**src/rtl/arbiter_wrr_pkg.sv**
```systemverilog
// Shared definitions for the weighted round-robin arbiter.
// Mode encodings are shared with the older arbiter block.
package arbiter_wrr_pkg;

    typedef enum logic {
        ARB_MODE_RR   = 1'b0,
        ARB_MODE_PRIO = 1'b1
    } arb_mode_e;

    localparam int DEFAULT_NUM_PORTS = 9;
    localparam int DEFAULT_WEIGHT_W  = 4;

endpackage

```
**src/rtl/arbiter_wrr_if.sv**
```systemverilog
// Requester/arbiter signal bundle.
// The master side drives requests and weights; the slave side returns the grant.
interface arbiter_wrr_if #(
    parameter int NUM_PORTS = 9,
    parameter int WEIGHT_W  = 4,
    parameter int SEL_W     = $clog2(NUM_PORTS)
);
    logic                          mode;
    logic [NUM_PORTS*WEIGHT_W-1:0] weight;
    logic [NUM_PORTS-1:0]          request;
    logic [NUM_PORTS-1:0]          grant;
    logic [SEL_W-1:0]              select;
    logic                          active;
    logic                          handover;

    modport master (
        output mode, weight, request,
        input  grant, select, active, handover
    );

    modport slave (
        input  mode, weight, request,
        output grant, select, active, handover
    );
endinterface

```
**src/rtl/arbiter_rr_pick.sv**
```systemverilog
// Combinational picker: round-robin after ptr, or lowest index in priority mode.
// Uses a double-width masked priority encoder so the wrap needs no rotator.
module arbiter_rr_pick
    import arbiter_wrr_pkg::*;
#(
    parameter  int NUM_PORTS = 9,
    localparam int SEL_W     = $clog2(NUM_PORTS)
) (
    input  logic [NUM_PORTS-1:0] request,
    input  logic [SEL_W-1:0]     ptr,
    input  logic                 mode,
    output logic [NUM_PORTS-1:0] pick,
    output logic [SEL_W-1:0]     index,
    output logic                 any
);
    logic [NUM_PORTS-1:0]   upper_mask;
    logic [2*NUM_PORTS-1:0] dbl_req;
    logic [SEL_W:0]         pos_dbl;

    // Lower copy keeps only ports after ptr; the upper copy supplies the wrap,
    // so the port at ptr itself ranks last. Priority mode empties the lower copy.
    generate
        for (genvar gi = 0; gi < NUM_PORTS; gi++) begin : g_mask
            assign upper_mask[gi] = (mode == ARB_MODE_RR) && (gi > int'(ptr));
            assign pick[gi]       = any && (index == SEL_W'(gi));
        end
    endgenerate

    assign dbl_req = {request, request & upper_mask};
    assign any     = |request;

    always_comb begin
        pos_dbl = '0;
        for (int i = 2*NUM_PORTS-1; i >= 0; i--) begin
            if (dbl_req[i]) pos_dbl = (SEL_W+1)'(i);
        end
        if (pos_dbl >= (SEL_W+1)'(NUM_PORTS))
            index = SEL_W'(pos_dbl - (SEL_W+1)'(NUM_PORTS));
        else
            index = pos_dbl[SEL_W-1:0];
    end
endmodule

```
**src/rtl/arbiter_wrr.sv**
```systemverilog
// Weighted round-robin arbiter: registered one-hot grant held for a per-port
// number of cycles, with gapless handover and optional fixed priority.
module arbiter_wrr
    import arbiter_wrr_pkg::*;
#(
    parameter  int NUM_PORTS = DEFAULT_NUM_PORTS,
    parameter  int WEIGHT_W  = DEFAULT_WEIGHT_W,
    localparam int SEL_W     = $clog2(NUM_PORTS)
) (
    input logic         clk,
    input logic         rst,
    arbiter_wrr_if.slave bus
);
    logic [WEIGHT_W-1:0]  weight_arr [NUM_PORTS];
    logic [NUM_PORTS-1:0] pick;
    logic [SEL_W-1:0]     pick_index;
    logic                 pick_any;

    logic [NUM_PORTS-1:0] grant_reg,     grant_next;
    logic [SEL_W-1:0]     select_reg,    select_next;
    logic [SEL_W-1:0]     ptr_reg,       ptr_next;
    logic [WEIGHT_W-1:0]  credit_reg,    credit_next;
    logic                 unlimited_reg, unlimited_next;
    logic                 active_reg;
    logic                 handover_reg;
    logic                 owner_req;
    logic                 keep;

    generate
        for (genvar gi = 0; gi < NUM_PORTS; gi++) begin : g_weight
            assign weight_arr[gi] = bus.weight[gi*WEIGHT_W +: WEIGHT_W];
        end
    endgenerate

    arbiter_rr_pick #(.NUM_PORTS(NUM_PORTS)) u_pick (
        .request (bus.request),
        .ptr     (ptr_reg),
        .mode    (bus.mode),
        .pick    (pick),
        .index   (pick_index),
        .any     (pick_any)
    );

    // Unlimited-ness is latched at grant time so a mid-grant weight edit
    // cannot stretch or cut the running grant.
    assign owner_req = |(grant_reg & bus.request);
    assign keep      = owner_req && (unlimited_reg || (credit_reg > WEIGHT_W'(1)));

    always_comb begin
        grant_next     = grant_reg;
        select_next    = select_reg;
        ptr_next       = ptr_reg;
        credit_next    = credit_reg;
        unlimited_next = unlimited_reg;
        if (keep) begin
            if (!unlimited_reg) credit_next = credit_reg - WEIGHT_W'(1);
        end else if (pick_any) begin
            grant_next     = pick;
            select_next    = pick_index;
            ptr_next       = pick_index;
            credit_next    = weight_arr[pick_index];
            unlimited_next = (weight_arr[pick_index] == '0);
        end else begin
            grant_next     = '0;
            credit_next    = '0;
            unlimited_next = 1'b0;
        end
    end

    always_ff @(posedge clk) begin
        if (rst) begin
            grant_reg     <= '0;
            select_reg    <= '0;
            ptr_reg       <= SEL_W'(NUM_PORTS-1);
            credit_reg    <= '0;
            unlimited_reg <= 1'b0;
            active_reg    <= 1'b0;
            handover_reg  <= 1'b0;
        end else begin
            grant_reg     <= grant_next;
            select_reg    <= select_next;
            ptr_reg       <= ptr_next;
            credit_reg    <= credit_next;
            unlimited_reg <= unlimited_next;
            active_reg    <= |grant_next;
            handover_reg  <= (grant_next != grant_reg) && (|grant_next);
        end
    end

    assign bus.grant    = grant_reg;
    assign bus.select   = select_reg;
    assign bus.active   = active_reg;
    assign bus.handover = handover_reg;
endmodule

```
**src/flat_wrapper.sv**
```systemverilog
// flat-port wrapper written by rule: the top's interface ports become plain ports
module arbiter_wrr_flat import arbiter_wrr_pkg::*;
#(
    parameter  int NUM_PORTS = DEFAULT_NUM_PORTS,
    parameter  int WEIGHT_W  = DEFAULT_WEIGHT_W,
    localparam int SEL_W     = $clog2(NUM_PORTS)
)
  (clk, rst, bus_mode, bus_weight, bus_request, bus_grant, bus_select, bus_active, bus_handover);
  arbiter_wrr_if #(.NUM_PORTS(NUM_PORTS), .WEIGHT_W(WEIGHT_W)) bus_i ();
  input logic clk;
  input logic rst;
  input wire logic [$bits(bus_i.mode)-1:0] bus_mode;
  input wire logic [$bits(bus_i.weight)-1:0] bus_weight;
  input wire logic [$bits(bus_i.request)-1:0] bus_request;
  output wire logic [$bits(bus_i.grant)-1:0] bus_grant;
  output wire logic [$bits(bus_i.select)-1:0] bus_select;
  output wire logic [$bits(bus_i.active)-1:0] bus_active;
  output wire logic [$bits(bus_i.handover)-1:0] bus_handover;
  assign bus_i.mode = bus_mode;
  assign bus_i.weight = bus_weight;
  assign bus_i.request = bus_request;
  assign bus_grant = bus_i.grant;
  assign bus_select = bus_i.select;
  assign bus_active = bus_i.active;
  assign bus_handover = bus_i.handover;
  arbiter_wrr #(.NUM_PORTS(NUM_PORTS), .WEIGHT_W(WEIGHT_W)) u_core (.clk(clk), .rst(rst), .bus(bus_i));
endmodule
```
**config.mk**
```make
export PLATFORM = sky130hd
export DESIGN_NAME = arbiter_wrr_flat
export DESIGN_NICKNAME = d
export VERILOG_FILES = /design/src/rtl/arbiter_wrr_pkg.sv /design/src/rtl/arbiter_wrr_if.sv /design/src/rtl/arbiter_rr_pick.sv /design/src/rtl/arbiter_wrr.sv /design/src/flat_wrapper.sv
export SDC_FILE = /design/constraint.sdc
export NUM_CORES = 1
export LEC_CHECK = 0
export BUFFER_PORTS_ARGS = -buffer_cell sky130_fd_sc_hd__buf_4
export CORE_ASPECT_RATIO = 1.1
export CORE_UTILIZATION = 25
export CTS_CLUSTER_SIZE = 14
export DETAILED_ROUTE_END_ITERATION = 10
export PLACE_DENSITY = 0.51
export SYNTH_ARGS = -nofsm -noshare
export SYNTH_HDL_FRONTEND = slang
export SYNTH_SLANG_ARGS = --single-unit
```
**constraint.sdc**
```tcl
create_clock -name clk -period 3.7 [get_ports clk]
set_clock_uncertainty 0.1 [all_clocks]
set_input_delay 0.37 -clock clk [delete_from_list [all_inputs] [get_ports clk]]
set_output_delay 0.37 -clock clk [all_outputs]
set_load 0.01 [all_outputs]
```
; Word-level counts from Yosys, hierarchy flattened
; Cells that the tools add are included.
[totals]
input_bits = 48
output_inout_bits = 15
ff_bits = 24
word_cells = 89
[op_classes]
magnitude_cmp = 11
eq_ne = 10
reduce_logical = 26
mux = 28
bitwise_logic = 5
add_sub_neg = 2
[op_table]
columns = cell, n
row1 = $mux 5, 18
row2 = $reduce_or 9->1, 3
row3 = $mux 4, 6
row4 = $logic_and 1x1->1, 19
row5 = $and 9x9->9, 2
row6 = $mux 9, 2
row7 = $bmux 4 s4, 1
row8 = $eq 4x3->1 const B, 4
row9 = $gt 3x4->1 const A, 4
row10 = $ne 9x9->1, 1
row11 = $eq 4x2->1 const B, 2
row12 = $gt 2x4->1 const A, 2
row13 = $logic_not 4->1, 2
row14 = $ge 5x4->1 const B, 1
row15 = $ge 5x5->1 const B, 1
row16 = $not 4->5, 1
row17 = $eq 4x1->1 const B, 1
row18 = $eq 4x4->1 const B, 1
row19 = $gt 1x4->1 const A, 1
row20 = $gt 4x1->1 const B, 1
row21 = $gt 4x4->1 const A, 1
row22 = $sub 4x1->4 const B, 1
row23 = $sub 4x4->4 const B, 1
row24 = $ne 2x2->1 const B, 1
row25 = other kinds (4), 5

; Depth between registers and ports, before layout
; Gate-level depths: netlist of run 1.
[depth]
ltp_word = 26
ltp_mapped = 18
mapped_depth_nobuf = 15

; Cells and area by module
; From an unflattened synthesis of run 1, not the netlist that was laid out.
[hier_totals]
hier_cells = 282
hier_area_um2 = 2118.3
[modules_own_cells]
columns = mod, n_inst, cells_each, seq_area_each_um2, area_each_um2
row1 = arbiter_wrr, 1, 184, 420.4, 1418.9
row2 = arbiter_rr_pick, 1, 98, 0.0, 699.4

; Least setup slack after synthesis of run 1
; OpenSTA, ideal clock, no wires.
[synth_timing]
kind = input port to flip-flop
start = input bus_request[4]
end = register u_core.unlimited_reg
setup_ps = 73
t_arrival_ps = 3799
path_stages = 16
setup_slack_ps = -272
required_time_ps = 3527
n_path_buf = 3
path_cell_list = clkbuf_1 nor3b_1 nor3_1 and4_1 o31ai_4 ha_1 or4_1 o21a_1 or2_1 buf_6 buf_6 mux2i_1 o22ai_1 or3_1 or3_1 o22ai_2
[synth_via]
elab_chain_len = 22
word_cells_on_any_way = 28
classes_between = 1 x add/sub / 1 x order compare / 19 x mux / 3 x bitwise / 4 x reduce/logical
[synth_rtl]
columns = item, line
row1 = from (decl), flat_wrapper.sv:14  ; input wire logic [$bits(bus_i.request)-1:0] bus_request;
row2 = $mux 5 (14 in series), arbiter_rr_pick.sv:35  ; if (dbl_req[i]) pos_dbl = (SEL_W+1)'(i);
row3 = $sub 4x4->4 or $ge 5x4->1 (tied branches), "arbiter_rr_pick.sv:38, arbiter_rr_pick.sv:37"
row4 = $mux 4, arbiter_rr_pick.sv:37  ; if (pos_dbl >= (SEL_W+1)'(NUM_PORTS))
row5 = $not 4->5 (not written as such), arbiter_wrr.sv:62  ; unlimited_next = (weight_arr[pick_index] == '0);
row6 = $bmux 4 s4, arbiter_wrr.sv:62
row7 = $mux 4 (not written as such) (2 in series), arbiter_wrr.sv:62
row8 = $logic_not 4->1, arbiter_wrr.sv:62
row9 = $mux 1, arbiter_wrr.sv:57  ; end else if (pick_any) begin
row10 = to (signal assigned), arbiter_wrr.sv:84  ; unlimited_reg <= unlimited_next;
row11 = to (decl), arbiter_wrr.sv:23  ; logic unlimited_reg, unlimited_next;
; Parallel ways exist; a longest one is shown, timed or not. The select of a mux whose other input is x is not followed.
; A chain may end at the register's enable or synchronous reset.

; Worst setup path in the final report of run 1
[layout_timing]
start = register u_core.ptr_reg[0]
end = register u_core.unlimited_reg
[layout_via]
elab_chain_len = 20
word_cells_on_any_way = 35
classes_between = 1 x add/sub / 9 x order compare / 14 x mux / 2 x bitwise / 9 x reduce/logical
[layout_rtl]
columns = item, line
row1 = from (decl), arbiter_wrr.sv:21  ; logic [SEL_W-1:0] ptr_reg, ptr_next;
row2 = from (signal assigned), arbiter_wrr.sv:74  ; ptr_reg <= SEL_W'(NUM_PORTS-1);
row3 = from (signal assigned), arbiter_wrr.sv:82  ; ptr_reg <= ptr_next;
row4 = $gt 4x4->1, arbiter_rr_pick.sv:24  ; assign upper_mask[gi] = (mode == ARB_MODE_RR) && (gi > int'(ptr));
row5 = $logic_and 1x1->1, arbiter_rr_pick.sv:24
row6 = $and 9x9->9 *, arbiter_rr_pick.sv:29  ; assign dbl_req = {request, request & upper_mask};
row7 = $mux 5 (7 in series), arbiter_rr_pick.sv:35
row8 = $mux 5 * (2 in series), arbiter_rr_pick.sv:35
row9 = $sub 4x4->4 or $ge 5x4->1 (tied branches), "arbiter_rr_pick.sv:38, arbiter_rr_pick.sv:37"
row10 = $mux 4 *, arbiter_rr_pick.sv:37
row11 = $not 4->5 (not written as such) *, arbiter_wrr.sv:62
row12 = $bmux 4 s4 *, arbiter_wrr.sv:62
row13 = $mux 4 (not written as such) * (2 in series), arbiter_wrr.sv:62
row14 = $logic_not 4->1 *, arbiter_wrr.sv:62
row15 = $mux 1 *, arbiter_wrr.sv:57
; Mark *: on every way between the ends. The rest lies on a longest branch, timed or not. The select of a mux whose other input is x is not followed.

==> results of run 1 <==
## layer usage
layer  wire [µm]  vias to the layer above
li1            -                     1284
met1        3190                     1201
met2        3940                       88
met3         342                       10
met4          93                        0
met5           0                        -
## cells by family after synthesis
kind of cell	synth area share, %
buf+inv	7.42
simple gates	28.4
xor+xnor	0.845
flops	20.3
fa+ha+maj	2.41
mux	10.2
compound gates	30.5
## through the flow
step	util, %	area [µm²]	std cells
after floorplan	-	2170	278
after global placement	38.6	3070	486
after detailed placement	38.6	3070	486
after CTS	39.9	3170	493
after global routing	41.5	3300	496
final	41.5	3300	496
## cell type report
| cell class | instances | area, µm² | area share, % |
|---|---|---|---|
| Tap cell | 108 | 135 | 4.09 |
| Multi-Input combinational cell | 227 | 1650 | 50.1 |
| Inverter | 10 | 40.0 | 1.21 |
| Clock buffer | 4 | 45.0 | 1.36 |
| Sequential cell | 21 | 433 | 13.1 |
| Timing Repair Buffer | 126 | 993 | 30.1 |
## synthesized netlist by cell type (all sizes together) (2+ instances only)
library cell,instances,area (µm²)
nor2,22,82.6
a221oi,4,35.0
nor3,13,65.1
and2,4,25.0
nand2,26,100
clkbuf,10,37.5
ha,4,50.1
nand3,12,65.1
a31oi,6,37.5
o21a,3,22.5
a41oi,2,17.5
o211ai,4,30.0
or4,2,15.0
a211oi,5,37.5
or3,4,25.0
and4,4,35.0
nand2b,4,25.0
a32oi,2,25.0
a22o,4,35.0
inv,10,37.5
nor4,2,12.5
buf,10,78.8
o31a,2,17.5
or3b,3,26.3
nor2b,2,12.5
nand4,5,31.3
dfxtp,21,420
a22oi,4,30.0
o22ai,5,37.5
a21oi,20,100
o31ai,2,28.8
nor3b,2,15.0
and2b,2,15.0
o21ai,13,65.1
and3,2,12.5
mux2i,20,200
## path summary, 6_finish.rpt
check,startpoint,to,slack (ns),cells past startpoint
max,u_core.ptr_reg[0],u_core.unlimited_reg,-0.12,15
min,rst,u_core.credit_reg[0],0.34,2
max reg2reg,u_core.ptr_reg[0],u_core.unlimited_reg,-0.12,15
min reg2reg,u_core.credit_reg[1],u_core.credit_reg[1],0.42,2
## layout by cell type, fill, tap and decap left out, drive strengths merged, types with 6 or more instances in the layout
cell type  count
dfxtp         21
o21ai         13
nor3          13
nand2         26
a21oi         20
mux2i         20
nand3         12
a31oi          6
nor2          22
inv           10
buf          126
## power by group through the flow
stage | logic (mW) | clock network (mW) | registers, mW
finish | 2.86 | 0.149 | 0.456
global route | 3.12 | 0.166 | 0.471
CTS | 2.65 | 0.152 | 0.443
detailed placement | 2.49 | 0 | 0.445
global placement | 2.47 | 0 | 0.446
floorplan | 1.61 | 0 | 0.428
## timing repair
item	in CTS	in global routing
endpoints found under the setup margin	4	6
cloned	1	0
pin swaps	1	11
hold buffers	0	0
gates resized for setup	6	22
buffers inserted	2	3
==> summary.md, run 1 <==
| Metric | Value |
|---|---|
| # DRC | `0` |
| Num rows | `34` |
| Initial core utilization | `26.1%` |
| Power share of the clock group | `4.3%` |
| CTS H-Tree Depth | `1` |
| Critical Path End Type | `register` |
| Final max-slew violation count | `0` |
| Synth Register Bits | `21` |
| Post-synth EDFFs | `0` |
| Pwr per Cell Area | `1050 nW/µm²` |
| Post-Synthesis Cell Area | `2070 µm²` |
| Cells after Synth | `278` |
| # IOs | `63` |
| Sequential element share of the synthesized area | `20.3%` |
| Status | `finished with violations` |
| RSZ-0062 raised after global routing | `true` |
| Synth unique cells | `62` |
| Final setup violating endpoints | `2` |
| Initial DRC Count | `107` |
| Via density | `5.21` |
| First-pass GRT wire length | `12.2 mm` |
| Largest net degree at the start of global routing | `22` |
| Global route overflow | `0` |
| Synth Net Count | `330` |
| Vias in the first global route | `2559` |
| Max Clk Rate | `262 MHz` |
| Later-pin clock latency in the skew report | `0.26 ns` |
| Gr busiest metal | `met2` |
| CTS max path bufs | `2` |
| Filler cells | `832` |
| Period minus WS final | `3.82 ns` |
| Critical path's slowest cell | `or4b_1` |
| Final TNS setup | `-0.136 ns` |
| Met3 Use GR | `1.78%` |
| Pwr Total | `3.47 mW` |
| Buf/Inv on CP | `2` |
| P_leak | `1.44 nW` |
| Relative slew slack | `44.0%` |
| TritonRoute pass-1 iters | `7` |
| # port buffers | `62` |
| Root buffer cell | `clkbuf_8` |
| CP Data Required Time | `3.79 ns` |
| Die ar. | `8670 µm²` |
| HP Class | `input pin to register` |
| Psw | `1.59 mW` |
| Met2 GRT Util | `31.4%` |
| Final hold viol count | `0` |
| Reg clk slew, reported paths | `0.08 ns` |
| Die Wd | `88.9 µm` |
| CTS Buf Count | `3` |
| Crit Path Class | `register to register` |
| Seq pwr share | `13.2%` |
| Ant diodes | `0` |
| Share of layout cells above drive strength 1 | `43.8%` |
| Final wirelength | `7.56 mm` |
| Critical Path AT | `3.91 ns` |
| Via count | `2583` |
| Die Y | `97.5 µm` |
| Primary FF master, synth | `dfxtp_1` |
| Switching Fraction | `45.9%` |
| Critical path launch point type | `register` |
| Nets@finish | `441` |
| Met1 usage | `22.8%` |
| Cell Chain, Critical Path | `buf_6 -> o21ai_4 -> nand3_2 -> o21a_1 -> o31ai_4 -> ha_4 -> or4_1 -> o21a_1 -> or2_4 -> buf_12 -> mux2i_1 -> mux2i_1 -> a22o_1 -> or4b_1 -> o22ai_2` |
| Avg Inst Size Synth | `7.46 µm²` |
| Failing checks | `negative setup slack` |
| Syn. warnings | `0` |
| Internal power | `1.87 mW` |
| Period Utilization, post-route | `103%` |
| RePlAce Congestion | `0.889` |
| Tot GR Track Use | `17.8%` |
| Hold WS | `0.339 ns` |
| Detail Route Antenna Nets | `0` |
| CTS tree | `built` |
| Measured slew at the worst slew-check pin | `0.829 ns` |
| Asr flop ratio synth | `0%` |
| Initial antenna violation count | `0` |
| Max-Cap Viols | `0` |
| Combinational share of power | `82.5%` |
| Pre-CTS WS | `-0.192 ns` |
| Peak supply drop | `0.455 mV` |
| Max reg flops | `9` |
| DPL Wire Length | `5.84 mm` |
| Worst path top cell family by delay | `simple AND/OR/NAND/NOR gates` |
| Layout area overhead | `59.1%` |
| Core area | `7960 µm²` |
| CTS sink count | `21` |
| Worst Setup Slack, final | `-0.121 ns` |
| CP peak stage delay | `0.53 ns` |
| WL/cell | `15.3 µm` |
| CP Max Fanout | `8` |
No activity file was read; power rests on OpenSTA's default activity.
==> run 2: changes to the inputs <==
Settings changed: PLACE_DENSITY 0.51 to 0.5.
Clock period 3.7 ns to 3.9 ns, I/O delays scaled along.
==> run 2 against run 1 <==
- the flow now finishes without violations
- utilization fell by 3.1 points
- fmax fell by 0.13%
- critical path depth fell by 1
- sequential cell count did not move
- worst setup slack improved by 0.19 ns
- count of clock-buffer cells in the layout fell by 1
- critical path type unchanged
- critical endpoint unchanged
==> summary.md, run 2 (synthesized netlist as in run 1, its figures left out) <==
| Metric | Value |
|---|---|
| Status | `completed (was finished with violations)` |
| Pre-CTS WS | `-0.229 ns (was -0.192 ns)` |
| Peak supply drop | `0.513 mV (was 0.455 mV)` |
| R2R Setup Slk | `0.07 ns (was -0.12 ns)` |
| CTS Buf Count | `3 (unchanged)` |
| Reg area | `433 µm² (unchanged)` |
| # DRC | `0 (unchanged)` |
| Via density | `5.08 (was 5.21)` |
| Final setup violating endpoints | `0 (was 2)` |
| Share of layout cells above drive strength 1 | `37.5% (was 43.8%)` |
| Critical Path End Type | `register (unchanged)` |
| Critical path's slowest cell | `or4_1 (was or4b_1)` |
| Most common cell after layout, fill and taps aside | `buf_4 (unchanged)` |
| Placed insts | `473 (was 486)` |
| HP Class | `input pin to register (unchanged)` |
| CTS sink count | `21 (unchanged)` |
| Final Non-Filler Cells | `481 (was 496)` |
| CP peak stage delay | `0.52 ns (was 0.53 ns)` |
| # IOs | `63 (unchanged)` |
| Final Instance Area | `3050 µm² (was 3300 µm²)` |
| Num rows | `34 (unchanged)` |
| Measured slew at the worst slew-check pin | `0.566 ns (was 0.829 ns)` |
| Detail Route Antenna Nets | `0 (unchanged)` |
| Pwr per Cell Area | `977 nW/µm² (was 1050 nW/µm²)` |
| Hold WS | `0.366 ns (was 0.339 ns)` |
| Post-placement cell area | `2910 µm² (was 3070 µm²)` |
| Final TNS setup | `0 ns (was -0.136 ns)` |
| Relative slew slack | `62.3% (was 44.0%)` |
| TritonRoute pass-1 iters | `4 (was 7)` |
| Initial antenna violation count | `0 (unchanged)` |
| Global route overflow | `0 (unchanged)` |
| CTS tree | `built (unchanged)` |
| Hold Buf Count CTS | `0 (unchanged)` |
| First-pass GRT wire length | `11.8 mm (was 12.2 mm)` |
| CP Data Required Time | `3.99 ns (was 3.79 ns)` |
| Vias in the first global route | `2482 (was 2559)` |
| Period minus WS final | `3.83 ns (was 3.82 ns)` |
| Cell Chain, Critical Path | `or3b_4 -> a31oi_1 -> o21a_1 -> o31ai_4 -> ha_1 -> or4_1 -> o21a_1 -> or2_4 -> buf_6 -> mux2i_1 -> mux2i_1 -> a22o_1 -> or4b_4 -> o22ai_2 (was buf_6 -> o21ai_4 -> nand3_2 -> o21a_1 -> o31ai_4 -> ha_4 -> or4_1 -> o21a_1 -> or2_4 -> buf_12 -> mux2i_1 -> mux2i_1 -> a22o_1 -> or4b_1 -> o22ai_2)` |
| Largest net degree at the start of global routing | `22 (unchanged)` |
| Crit Path Class | `register to register (unchanged)` |
| Later-pin clock latency in the skew report | `0.26 ns (about the same)` |
| Final hold viol count | `0 (unchanged)` |
| Period Utilization, post-route | `98.1% (was 103%)` |
| Filler cells | `867 (was 832)` |
| Initial core utilization | `26.1% (unchanged)` |
| # port buffers | `62 (unchanged)` |
| Die Wd | `88.9 µm (unchanged)` |
| DPL Wire Length | `5.67 mm (was 5.84 mm)` |
| Die Y | `97.5 µm (unchanged)` |
| Critical path launch point type | `register (unchanged)` |
| Initial DRC Count | `168 (was 107)` |
| P_leak | `1.35 nW (was 1.44 nW)` |
| Nets@finish | `426 (was 441)` |
| Max Clk Rate | `261 MHz (was 262 MHz)` |
| Tot GR Track Use | `17.2% (was 17.8%)` |
| Max-Cap Viols | `0 (unchanged)` |
| RSZ-0062 raised after global routing | `true (unchanged)` |
| Worst path top cell family by delay | `simple AND/OR/NAND/NOR gates (unchanged)` |
| Die ar. | `8670 µm² (unchanged)` |
| Core area | `7960 µm² (unchanged)` |
| WL/cell | `15.0 µm (was 15.3 µm)` |
| Max reg flops | `9 (unchanged)` |
| Ant diodes | `0 (unchanged)` |
| Final wirelength | `7.22 mm (was 7.56 mm)` |
| CTS H-Tree Depth | `1 (unchanged)` |
| Pwr Total | `2.98 mW (was 3.47 mW)` |
| RePlAce Congestion | `0.918 (was 0.889)` |
| CTS max path bufs | `2 (unchanged)` |
| Root buffer cell | `clkbuf_8 (unchanged)` |
| Buf/Inv on CP | `1 (was 2)` |
| Final max-slew violation count | `0 (unchanged)` |
| Via count | `2444 (was 2583)` |
| Layout area overhead | `47.2% (was 59.1%)` |
| Post-layout util | `38.4% (was 41.5%)` |
| Area of the multi-input gates | `1540 µm² (was 1650 µm²)` |
| Worst Setup Slack, final | `0.0738 ns (was -0.121 ns)` |
| CP Max Fanout | `8 (unchanged)` |
| Reg clk slew, reported paths | `0.08 ns (about the same)` |
| Critical Path AT | `3.92 ns (was 3.91 ns)` |
| Commonest non-fill, non-tap cells in the layout | `108 x buf_4, 25 x nand2_1, 22 x nor2_1 (was 120 x buf_4, 25 x nand2_1, 21 x nor2_1)` |
-- run 2: cell count changes in the layout (fill, tap and decap cells not counted), sizes merged --
cell    previous run  this run
buf              126       111
clkbuf             4         3
clkinv             0         1
-- run 2: worst paths after layout --
kind                             start                   end  cells after the start
setup reg to reg     u_core.ptr_reg[3]  u_core.unlimited_reg                     14
hold reg to reg   u_core.credit_reg[1]  u_core.credit_reg[1]                      2
hold / removal                     rst  u_core.credit_reg[0]                      2
setup / recovery     u_core.ptr_reg[3]  u_core.unlimited_reg                     14
-- run 2: cell type report --
cell class	count	area share [%]
well taps	108	4.42
flip-flops and latches	21	14.2
multi-input cells	227	50.4
clock buffers	3	1.35
repair buffers	111	28.2
inverters	10	1.23
clock inverters	1	0.164
-- run 2: timing repair --
action	in CTS	in global routing
gates cloned	0	0
resized for setup	6	17
pin swaps	1	9
buffers inserted	0	4
endpoints found under the setup margin	2	6
-- run 2: report_power, final --
| part | internal, mW | total, mW | switching (mW) |
|---|---|---|---|
| Clock | 0.0712 | 0.145 | 0.0738 |
| Sequential | 0.311 | 0.422 | 0.111 |
| Combinational | 1.22 | 2.42 | 1.20 |
-- run 2: worst reg2reg max path: stages (launching register included) --
cell and delay, ns:
dfxtp_4 0.36, or3b_4 0.40, a31oi_1 0.17, o21a_1 0.19, o31ai_4 0.07, ha_1 0.30
or4_1 0.52, o21a_1 0.14, or2_4 0.26, buf_6 0.15, mux2i_1 0.14, mux2i_1 0.11
a22o_1 0.27, or4b_4 0.48, o22ai_2 0.09
-- run 2: metal layers --
metal  wire (µm)  vias up  global-route usage [%]
li1            -     1250                       -
met2        3740       60                    30.1
met5           0        -                       0
met1        3120     1128                    22.1
met3         290        6                    1.53
met4          65        0                    4.34
==> run 3: changes to the inputs <==
Settings changed: RECOVER_POWER set to 50.
==> run 3 against run 2 <==
- first-iteration DRC count up 3.6%
- count of clock-buffer cells in the layout did not move
- sequential power barely moved
- design area down 1.5%
- worst setup slack improved by 0.023 ns
- critical path depth unchanged
==> summary.md, run 3 (synthesized netlist as in run 1, its figures left out) <==
| Metric | Value |
|---|---|
| Hold Buf Count CTS | `0 (unchanged)` |
| CP peak stage delay | `0.51 ns (was 0.52 ns)` |
| RSZ-0062 raised after global routing | `true (unchanged)` |
| Root buffer cell | `clkbuf_8 (unchanged)` |
| Critical path launch point type | `register (unchanged)` |
| Final hold viol count | `0 (unchanged)` |
| Switching Fraction | `47.0% (was 46.4%)` |
| Worst R2R End | `u_core.unlimited_reg (unchanged)` |
| R2R Setup Slk | `0.1 ns (was 0.07 ns)` |
| WL/cell | `15.1 µm (was 15.0 µm)` |
| HP Class | `input pin to register (unchanged)` |
| Die Y | `97.5 µm (unchanged)` |
| Core area | `7960 µm² (unchanged)` |
| CTS tree | `built (unchanged)` |
| Combinational share of power | `80.8% (was 81.0%)` |
| DPL Wire Length | `5.67 mm (unchanged)` |
| Layout area overhead | `45.1% (was 47.2%)` |
| Measured slew at the worst slew-check pin | `0.552 ns (was 0.566 ns)` |
| # DRC | `0 (unchanged)` |
| Commonest non-fill, non-tap cells in the layout | `96 x buf_4, 25 x nand2_1, 22 x nor2_1 (was 108 x buf_4, 25 x nand2_1, 22 x nor2_1)` |
| Final wirelength | `7.26 mm (was 7.22 mm)` |
| Via count | `2438 (was 2444)` |
| Die ar. | `8670 µm² (unchanged)` |
| # port buffers | `62 (unchanged)` |
| Initial DRC Count | `174 (was 168)` |
| Tot GR Track Use | `17.2% (unchanged)` |
| Status | `completed (unchanged)` |
| Reg2Reg Depth | `14 (unchanged)` |
| Global route overflow | `0 (unchanged)` |
| Hold_sp | `rst (unchanged)` |
| Num rows | `34 (unchanged)` |
| Ant diodes | `0 (unchanged)` |
| Crit Path Class | `register to register (unchanged)` |
| Pwr per Cell Area | `980 nW/µm² (was 977 nW/µm²)` |
| Initial antenna violation count | `0 (unchanged)` |
| Pre-CTS WS | `-0.229 ns (unchanged)` |
| Cell Chain, Critical Path | `or3b_4 -> a31oi_1 -> o21a_1 -> o31ai_4 -> ha_1 -> or4_1 -> o21a_1 -> or2_4 -> buf_6 -> mux2i_1 -> mux2i_1 -> a22o_1 -> or4b_4 -> o22ai_2 (unchanged)` |
| Buf/Inv on CP | `1 (unchanged)` |
| Worst path top cell family by delay | `simple AND/OR/NAND/NOR gates (unchanged)` |
| Reg clk slew, reported paths | `0.08 ns (about the same)` |
| P_leak | `1.30 nW (was 1.35 nW)` |
| Internal power | `1.56 mW (was 1.60 mW)` |
| Max-Cap Viols | `0 (unchanged)` |
| # IOs | `63 (unchanged)` |
| RePlAce Congestion | `0.918 (unchanged)` |
| CTS H-Tree Depth | `1 (unchanged)` |
| Vias in the first global route | `2482 (unchanged)` |
| Seq pwr share | `14.3% (was 14.2%)` |
| Die Wd | `88.9 µm (unchanged)` |
| Reg2reg start | `u_core.ptr_reg[3] (unchanged)` |
| Via density | `5.07 (was 5.08)` |
| WHS Path Cells | `2 (unchanged)` |
| Psw | `1.39 mW (about the same)` |
| Nets@finish | `426 (unchanged)` |
| Largest net degree at the start of global routing | `22 (unchanged)` |
| Hold Path Sink | `u_core.credit_reg[0] (unchanged)` |
| Final TNS setup | `0 ns (unchanged)` |
| Later-pin clock latency in the skew report | `0.26 ns (about the same)` |
| CTS sink count | `21 (unchanged)` |
| First-pass GRT wire length | `11.8 mm (unchanged)` |
| Final max-slew violation count | `0 (unchanged)` |
| Peak supply drop | `0.513 mV (about the same)` |
| Most common cell after layout, fill and taps aside | `buf_4 (unchanged)` |
| TritonRoute pass-1 iters | `5 (was 4)` |
| Max reg flops | `9 (unchanged)` |
| CTS Buf Count | `3 (unchanged)` |
| Final setup violating endpoints | `0 (unchanged)` |
| Power share of the clock group | `4.9% (about the same)` |
| Critical Path AT | `3.90 ns (was 3.92 ns)` |
| CP Max Fanout | `8 (unchanged)` |
| Max Clk Rate | `263 MHz (was 261 MHz)` |
| Share of layout cells above drive strength 1 | `34.3% (was 37.5%)` |
| Initial core utilization | `26.1% (unchanged)` |
| CTS max path bufs | `2 (unchanged)` |
| Hold WS | `0.365 ns (was 0.366 ns)` |
| Worst Setup Slack, final | `0.0965 ns (was 0.0738 ns)` |
| Detail Route Antenna Nets | `0 (unchanged)` |
| Period Utilization, post-route | `97.5% (was 98.1%)` |
| Critical path's slowest cell | `or4_1 (unchanged)` |
| CP Data Required Time | `3.99 ns (about the same)` |
| Critical Path End Type | `register (unchanged)` |
| Relative slew slack | `63.2% (was 62.3%)` |
| Period minus WS final | `3.80 ns (was 3.83 ns)` |
==> run 3: cell type report <==
type | count | area (µm²)
fillers | 880 | 4950
multi-input cells | 227 | 1540
repair buffers | 111 | 817
flip-flops and latches | 21 | 433
well taps | 108 | 135
clock buffers | 3 | 41.3
inverters | 10 | 37.5
clock inverters | 1 | 5.00
==> run 3: routing by layer <==
metal  part of all wire (%)  track usage (%)
met3                    3.2             1.53
met1                     44             22.1
met4                    1.0             4.34
met5                      0                0
met2                     52             30.1
==> run 3: what timing repair did <==
| item | in CTS | in global routing |
|---|---|---|
| buffers inserted | 0 | 4 |
| setup endpoints to repair | 2 | 6 |
| gates resized for setup | 6 | 17 |
| pin swaps | 1 | 9 |
==> run 3: how the worst max path moves through the flow <==
| stage | start | cells after the start | slack [ns] | endpoint |
|---|---|---|---|---|
| floorplan | bus_mode | 15 | 0.005 | u_core.unlimited_reg |
| global placement | bus_mode | 15 | -0.15 | u_core.unlimited_reg |
| detailed placement | bus_mode | 15 | -0.23 | u_core.unlimited_reg |
| CTS | u_core.ptr_reg[1] | 15 | 0.009 | u_core.unlimited_reg |
| global route | u_core.ptr_reg[3] | 14 | -0.05 | u_core.unlimited_reg |
| finish | u_core.ptr_reg[3] | 14 | 0.1 | u_core.unlimited_reg |
==> run 3: metrics by stage <==
step                total power [mW]  std cells  cell area (µm²)  utilization [%]
floorplan                       1.88        278             2080                -
global placement                2.66        473             2910             36.6
detailed placement              2.67        473             2910             36.6
CTS                             2.86        477             2970             37.4
global route                    3.23        481             3010             37.8
finish                          2.95        481             3010             37.8
==> run 3: worst register-to-register path: cells and delay by family (launching register included) <==
kind / cells / cell delay [ns]
fa+ha+maj: 1 / 0.29
flops: 1 / 0.37
buf+inv: 1 / 0.15
mux: 2 / 0.25
compound gates: 6 / 0.91
simple gates: 4 / 1.65
==> run 3: power groups by stage <==
| stage | clock, mW | combinational, mW | sequential (mW) |
|---|---|---|---|
| final | 0.144 | 2.38 | 0.421 |
| after global routing | 0.157 | 2.64 | 0.437 |
| after CTS | 0.151 | 2.30 | 0.410 |
| after detailed placement | 0 | 2.25 | 0.412 |
| after global placement | 0 | 2.25 | 0.412 |
| after floorplan | 0 | 1.48 | 0.395 |
